`src/rtl/bm_dag_pipe_lpm_pkg.sv`:
```
// bm_dag_pipe_lpm shared definitions.
// Mode encodings and stage payload widths.
package bm_dag_pkg;

  localparam logic [1:0] MODE_PASS = 2'b00;
  localparam logic [1:0] MODE_ACC  = 2'b01;
  localparam logic [1:0] MODE_LOAD = 2'b10;

  // S1 carries a_in, b_in, c, mode
  function automatic int s1_w(input int bits);
    return 3 * bits + 2;
  endfunction

  // S2 carries a, b, c, b_in, mode
  function automatic int s2_w(input int bits);
    return 4 * bits + 2;
  endfunction

endpackage

```
`src/rtl/bm_dag_pipe_lpm_if.sv`:
```
// bm_dag_pipe_lpm beat/result handshake bundle.
// master drives beats and out_ready; slave is the pipe.
interface bm_dag_pipe_lpm_if #(
  parameter int BITS = 8
);

  logic            in_valid;
  logic            in_ready;
  logic [BITS-1:0] a_in;
  logic [BITS-1:0] b_in;
  logic [1:0]      mode;
  logic            out_valid;
  logic            out_ready;
  logic [BITS-1:0] out;
  logic            out_acc;

  modport master (
    output in_valid, a_in, b_in, mode, out_ready,
    input  in_ready, out_valid, out, out_acc
  );

  modport slave (
    input  in_valid, a_in, b_in, mode, out_ready,
    output in_ready, out_valid, out, out_acc
  );

endinterface

```
`src/rtl/bm_dag_pipe_stage.sv`:
```
// Valid/data register slice with a combinational ready chain.
// Loads when empty or when its own content moves on.
module bm_dag_pipe_stage #(
  parameter int W = 8
) (
  input  logic         clock,
  input  logic         resetn,
  input  logic         valid_in,
  input  logic [W-1:0] data_in,
  input  logic         ready_next,
  output logic         valid_out,
  output logic [W-1:0] data_out,
  output logic         adv
);

  logic load;

  assign adv  = valid_out & ready_next;
  assign load = !valid_out | adv;

  always_ff @(posedge clock) begin
    if (!resetn) begin
      valid_out <= 1'b0;
      data_out  <= '0;
    end else if (load) begin
      valid_out <= valid_in;
      if (valid_in) data_out <= data_in;
    end
  end

endmodule

```
`src/rtl/bm_dag_pipe_lpm.sv`:
```
// Three-stage DAG adder/subtractor pipe with accumulate mode.
// S1/S2 are register slices; S3 and the accumulator live here.
module bm_dag_pipe_lpm
  import bm_dag_pkg::*;
#(
  parameter int BITS = 8
) (
  input logic           clock,
  input logic           resetn,
  bm_dag_pipe_lpm_if.slave bus
);

  localparam int W1 = s1_w(BITS);
  localparam int W2 = s2_w(BITS);

  typedef struct packed {
    logic [1:0]      mode;
    logic [BITS-1:0] c;
    logic [BITS-1:0] b;
    logic [BITS-1:0] a;
  } s1_t;

  typedef struct packed {
    logic [1:0]      mode;
    logic [BITS-1:0] bin;
    logic [BITS-1:0] c;
    logic [BITS-1:0] b;
    logic [BITS-1:0] a;
  } s2_t;

  s1_t s1_in;
  s1_t s1_q;
  s2_t s2_in;
  s2_t s2_q;

  logic v1;
  logic v2;
  logic adv1;
  logic adv2;
  logic ready3;

  logic            v3;
  logic [BITS-1:0] out_q;
  logic            acc_flag;
  logic [BITS-1:0] acc;

  logic [BITS-1:0] d;
  logic [BITS-1:0] sum;
  logic            is_acc;
  logic            is_load;
  logic [BITS-1:0] nxt_out;
  logic [BITS-1:0] nxt_acc;
  logic            nxt_flag;

  assign s1_in.a    = bus.a_in;
  assign s1_in.b    = bus.b_in;
  assign s1_in.c    = bus.a_in + bus.b_in;
  assign s1_in.mode = bus.mode;

  bm_dag_pipe_stage #(.W(W1)) u_s1 (
    .clock      (clock),
    .resetn     (resetn),
    .valid_in   (bus.in_valid),
    .data_in    (s1_in),
    .ready_next (!v2 | adv2),
    .valid_out  (v1),
    .data_out   (s1_q),
    .adv        (adv1)
  );

  assign s2_in.a    = s1_q.b + s1_q.c;
  assign s2_in.b    = s1_q.a - s1_q.c;
  assign s2_in.c    = s1_q.c;
  assign s2_in.bin  = s1_q.b;
  assign s2_in.mode = s1_q.mode;

  bm_dag_pipe_stage #(.W(W2)) u_s2 (
    .clock      (clock),
    .resetn     (resetn),
    .valid_in   (v1),
    .data_in    (s2_in),
    .ready_next (ready3),
    .valid_out  (v2),
    .data_out   (s2_q),
    .adv        (adv2)
  );

  assign ready3 = !v3 | bus.out_ready;

  assign d       = s2_q.b + s2_q.bin;
  assign sum     = s2_q.a + s2_q.b + s2_q.c + d;
  assign is_acc  = (s2_q.mode == MODE_ACC);
  assign is_load = (s2_q.mode == MODE_LOAD);

  always_comb begin
    nxt_out  = sum;
    nxt_acc  = acc;
    nxt_flag = 1'b0;
    unique case (1'b1)
      is_acc: begin
        nxt_out  = acc + sum;
        nxt_acc  = acc + sum;
        nxt_flag = 1'b1;
      end
      is_load: begin
        nxt_acc  = sum;
        nxt_flag = 1'b1;
      end
      default: begin
      end
    endcase
  end

  // out/out_acc only change on a load, so they hold while stalled
  always_ff @(posedge clock) begin
    if (!resetn) begin
      v3       <= 1'b0;
      out_q    <= '0;
      acc_flag <= 1'b0;
      acc      <= '0;
    end else if (adv2) begin
      v3       <= 1'b1;
      out_q    <= nxt_out;
      acc_flag <= nxt_flag;
      acc      <= nxt_acc;
    end else if (bus.out_ready) begin
      v3 <= 1'b0;
    end
  end

  assign bus.in_ready  = !v1 | adv1;
  assign bus.out_valid = v3;
  assign bus.out       = out_q;
  assign bus.out_acc   = acc_flag;

endmodule

```
`src/flat_wrapper.sv`:
```
// flat-port wrapper written by rule: the top's interface ports become plain ports
module bm_dag_pipe_lpm_flat import bm_dag_pkg::*;
#(
  parameter int BITS = 8
)
  (clock, resetn, bus_in_valid, bus_a_in, bus_b_in, bus_mode, bus_out_ready, bus_in_ready, bus_out_valid, bus_out, bus_out_acc);
  bm_dag_pipe_lpm_if #(.BITS(BITS)) bus_i ();
  input logic clock;
  input logic resetn;
  input wire logic [$bits(bus_i.in_valid)-1:0] bus_in_valid;
  input wire logic [$bits(bus_i.a_in)-1:0] bus_a_in;
  input wire logic [$bits(bus_i.b_in)-1:0] bus_b_in;
  input wire logic [$bits(bus_i.mode)-1:0] bus_mode;
  input wire logic [$bits(bus_i.out_ready)-1:0] bus_out_ready;
  output wire logic [$bits(bus_i.in_ready)-1:0] bus_in_ready;
  output wire logic [$bits(bus_i.out_valid)-1:0] bus_out_valid;
  output wire logic [$bits(bus_i.out)-1:0] bus_out;
  output wire logic [$bits(bus_i.out_acc)-1:0] bus_out_acc;
  assign bus_i.in_valid = bus_in_valid;
  assign bus_i.a_in = bus_a_in;
  assign bus_i.b_in = bus_b_in;
  assign bus_i.mode = bus_mode;
  assign bus_i.out_ready = bus_out_ready;
  assign bus_in_ready = bus_i.in_ready;
  assign bus_out_valid = bus_i.out_valid;
  assign bus_out = bus_i.out;
  assign bus_out_acc = bus_i.out_acc;
  bm_dag_pipe_lpm #(.BITS(BITS)) u_core (.clock(clock), .resetn(resetn), .bus(bus_i));
endmodule
```
`config.mk`:
```
export PLATFORM = sky130hd
export DESIGN_NAME = bm_dag_pipe_lpm_flat
export DESIGN_NICKNAME = d
export VERILOG_FILES = /design/src/rtl/bm_dag_pipe_lpm_pkg.sv /design/src/rtl/bm_dag_pipe_lpm_if.sv /design/src/rtl/bm_dag_pipe_stage.sv /design/src/rtl/bm_dag_pipe_lpm.sv /design/src/flat_wrapper.sv
export SDC_FILE = /design/constraint.sdc
export NUM_CORES = 1
export LEC_CHECK = 0
export BUFFER_PORTS_ARGS = -buffer_cell sky130_fd_sc_hd__buf_4
export CAP_MARGIN = 15
export CORE_MARGIN = 2
export CORE_UTILIZATION = 40
export DETAILED_ROUTE_END_ITERATION = 7
export HOLD_SLACK_MARGIN = 0.15
export PLACE_DENSITY = 0.58
export SYNTH_ARGS = -nofsm -noshare
export SYNTH_HDL_FRONTEND = slang
export SYNTH_SLANG_ARGS = --single-unit
```
`constraint.sdc`:
```
create_clock -name clock -period 6.4 [get_ports clock]
set_clock_uncertainty 0.2 [all_clocks]
set_input_delay 0.32 -clock clock [delete_from_list [all_inputs] [get_ports clock]]
set_output_delay 0.32 -clock clock [all_outputs]
set_load 0.05 [all_outputs]
```
==> flow_metrics.env <==
export IMPL_post_cts_setup_buffers=0
export IMPL_synth_cell_type_count=37
export IMPL_grt_pass1_wl_um=15900
export IMPL_hp_class="flop to flop"
export IMPL_outcome="finished clean"
export IMPL_cts_sinks=78
export IMPL_synth_area_mm2=0.00451
export IMPL_regArea_mm2=0.00156
export IMPL_drive_gt1_share_pct=9.38
export IMPL_cts_tree="done"
export IMPL_post_dp_hpwl_um=6620
export IMPL_power_mw=1.36
export IMPL_layout_nets=668
export IMPL_vias=3640
export IMPL_ant_nets=0
export IMPL_place_congestion=0.746
export IMPL_drt_iter0_markers=116
export IMPL_synth_area_top_cells="dfxtp_1 (35%), ha_1 (9.7%), nand2_1 (8.7%), a21oi_1 (8.1%), fa_1 (8.0%)"
export IMPL_fmax_mhz=230
export IMPL_crit_fanout=5
export IMPL_grt_overflow=0
export IMPL_peakVddDrop_uv=99.2
export IMPL_ys_seq_elements=78
export IMPL_rows=38
export IMPL_fin_setup_tns_ns=0
export IMPL_grt_max_degree=71
export IMPL_cp_common_cell="fa_1"
export IMPL_multi_input_area_mm2=0.00266
export IMPL_synthToLayoutAreaGrowth_pct=19.5
export IMPL_crit_arrival_ns=4.33
export IMPL_async_reset_ff_share_pct=0
export IMPL_grt_pass1_vias=3516
export IMPL_port_buffers=32
export IMPL_yosysMostFrequentCell="nand2_1"
export IMPL_drc=0
export IMPL_synth_top_area_share_pct=34.6
export IMPL_path_class="flop to flop"
export IMPL_clockRootBuffer="clkbuf_16"
export IMPL_tightest_slew_ns=1.11
export IMPL_required_ns=6.39
export IMPL_syn_nets=627
export IMPL_dr_pass1_iters=4
export IMPL_antenna_found_initial=0
export IMPL_path_clk_slew_ns=0.06
export IMPL_vias_per_cell=4.94
export IMPL_die_area_mm2=0.0121
export IMPL_start_util_pct=41.2
export IMPL_fillerInstances=1049
export IMPL_cts_max_path_buffers=2
export IMPL_yosysSeqAreaShare_pct=34.6
export IMPL_min_period_ns=4.34
export IMPL_setup_viol=0
export IMPL_synth_ff_type="dfxtp_1"
export IMPL_synth_edf_count=0
export IMPL_cts_buffers_inserted=9
export IMPL_crit_chain="inv_1 -> fa_1 -> inv_1 -> fa_1 -> ha_1 -> fa_1 -> a21o_1 -> a21oi_1 -> xnor2_1 -> ha_1 -> o21ai_0 -> or2b_2 -> o31a_1 -> xor2_1 -> a21o_2 -> nand3_1 -> a21oi_1"
export IMPL_p_leak_nw=2.23
export IMPL_rsz0062_at_grt="false"
export IMPL_die_h_um=110
export IMPL_finalMaxSlewViolations=0
export IMPL_finalHoldViolCount=0
export IMPL_power_density_mw_per_mm2=253
export IMPL_fp_dieW_um=110
export IMPL_slew_limit_headroom_pct=26.3
export IMPL_crit_slowest_cell="fa_1"
export IMPL_cts_htree_levels=3
export IMPL_synth_largest_area_cell="dfxtp_1"
export IMPL_max_cap_viol_count=0
export IMPL_postSynthCellCount=552
export IMPL_endpoint_kind="flop"
export IMPL_startpoint_type="flop"
export IMPL_n_antenna_cell=0
export IMPL_pin_count=33
export IMPL_max_stage_delay_ns=0.53
export IMPL_drt_total_wl_um=9260
export IMPL_yosysWarnings=0
export IMPL_synth_avg_cell_area_um2=8.17
export IMPL_grtUsageTotal_pct=16.6
export IMPL_wl_per_cell_um=12.6
export IMPL_synth_common_cells="nand2_1 (105), dfxtp_1 (78), a21oi_1 (73), inv_1 (54), nor2_1 (37)"
export IMPL_insertion_delay_ns=0.34
export IMPL_core_mm2=0.0109
export IMPL_period_share_pct=67.9
==> layout make-up <==
| cell class | count | area share [%] |
|---|---|---|
| well taps | 140 | 3.25 |
| clock buffers | 9 | 4.18 |
| repair buffers | 54 | 8.45 |
| clock inverters | 6 | 2.07 |
| multi-input cells | 396 | 49.3 |
| inverters | 54 | 3.76 |
| flip-flops and latches | 78 | 29.0 |
==> metrics by stage <==
stage               cells  util, %  area [um^2]  hold WS [ns]  setup slack [ns]
floorplan             552        -         4510         0.232              2.31
global placement      702     44.4         4850         0.241              2.17
detailed placement    702     44.4         4850         0.247              2.07
CTS                   737     49.3         5390         0.253              2.07
global route          737     49.3         5390         0.268              1.77
finish                737     49.3         5390         0.251              2.06
==> kinds of logic after synthesis <==
logic type / share of synthesized area, %
AOI/OAI and AO/OA: 17.1
buffers and inverters: 6.55
adders and majority gates: 17.7
muxes: 2.66
DFF: 34.6
and+or+nand+nor: 16.5
xor gates and xnor gates: 4.83
==> per-layer routing <==
layer	up-vias	global-route usage [%]	routed length, um
li1	1914	-	-
met1	1652	21.9	4630
met2	62	27.0	4210
met3	12	2.82	262
met4	0	6.79	158
met5	-	0	0
==> worst max-delay path: cells and delay by family, from the launching register on <==
family / cells / cell delay [ns]
AO/OA/AOI/OAI: 6 / 0.89
XOR/XNOR: 2 / 0.36
adder cells (fa/ha/maj): 5 / 1.94
buffers and inverters: 2 / 0.11
flip-flops: 1 / 0.32
AND/OR/NAND/NOR: 2 / 0.37
==> placed cells by master (no fill, tap or decap), drive strengths merged, types with 12 or more instances in the layout <==
| cell | count |
|---|---|
| nand2 | 105 |
| dfxtp | 78 |
| a21oi | 74 |
| inv | 54 |
| nor2 | 37 |
| ha | 35 |
| buf | 34 |
| dlygate4sd3 | 20 |
| xnor2 | 19 |
| fa | 18 |
| a211oi | 16 |
| o21ai | 16 |
| mux2i | 12 |
==> where the power goes <==
group          switching (mW)  leakage (nW)  internal (mW)
clock network           0.201         0.161          0.379
registers              0.0182         0.637          0.510
logic                   0.143          1.43          0.112
total                   0.362          2.23           1.00
==> sequential cells by signal, indices dropped and copies added (netlist names) <==
| register | count |
|---|---|
| u_core.bus.out_valid | 1 |
| u_core.acc | 8 |
| u_core.bus.out_acc | 1 |
| u_core.u_s1.valid_out | 1 |
| u_core.u_s2.valid_out | 1 |
| u_core.u_s2.data_out | 33 |
| u_core.u_s1.data_out | 25 |
| u_core.bus.out | 8 |
==> timing repair <==
| item | CTS | global route |
|---|---|---|
| gates resized for setup | 0 | 0 |
| hold endpoints to repair | 27 | 0 |
| hold buffers | 20 | 0 |
==> path summary, 6_finish.rpt <==
kind,start,endpoint,slack (ns),cells past startpoint
max reg2reg,u_core.u_s2.data_out[2],u_core.bus.out[7],2.06,17
min reg2reg,u_core.u_s2.data_out[5],u_core.u_s2.data_out[5],0.25,2
max,u_core.u_s2.data_out[2],u_core.bus.out[7],2.06,17
min,u_core.u_s2.data_out[5],u_core.u_s2.data_out[5],0.25,2
(Power assumes the default switching activity.)
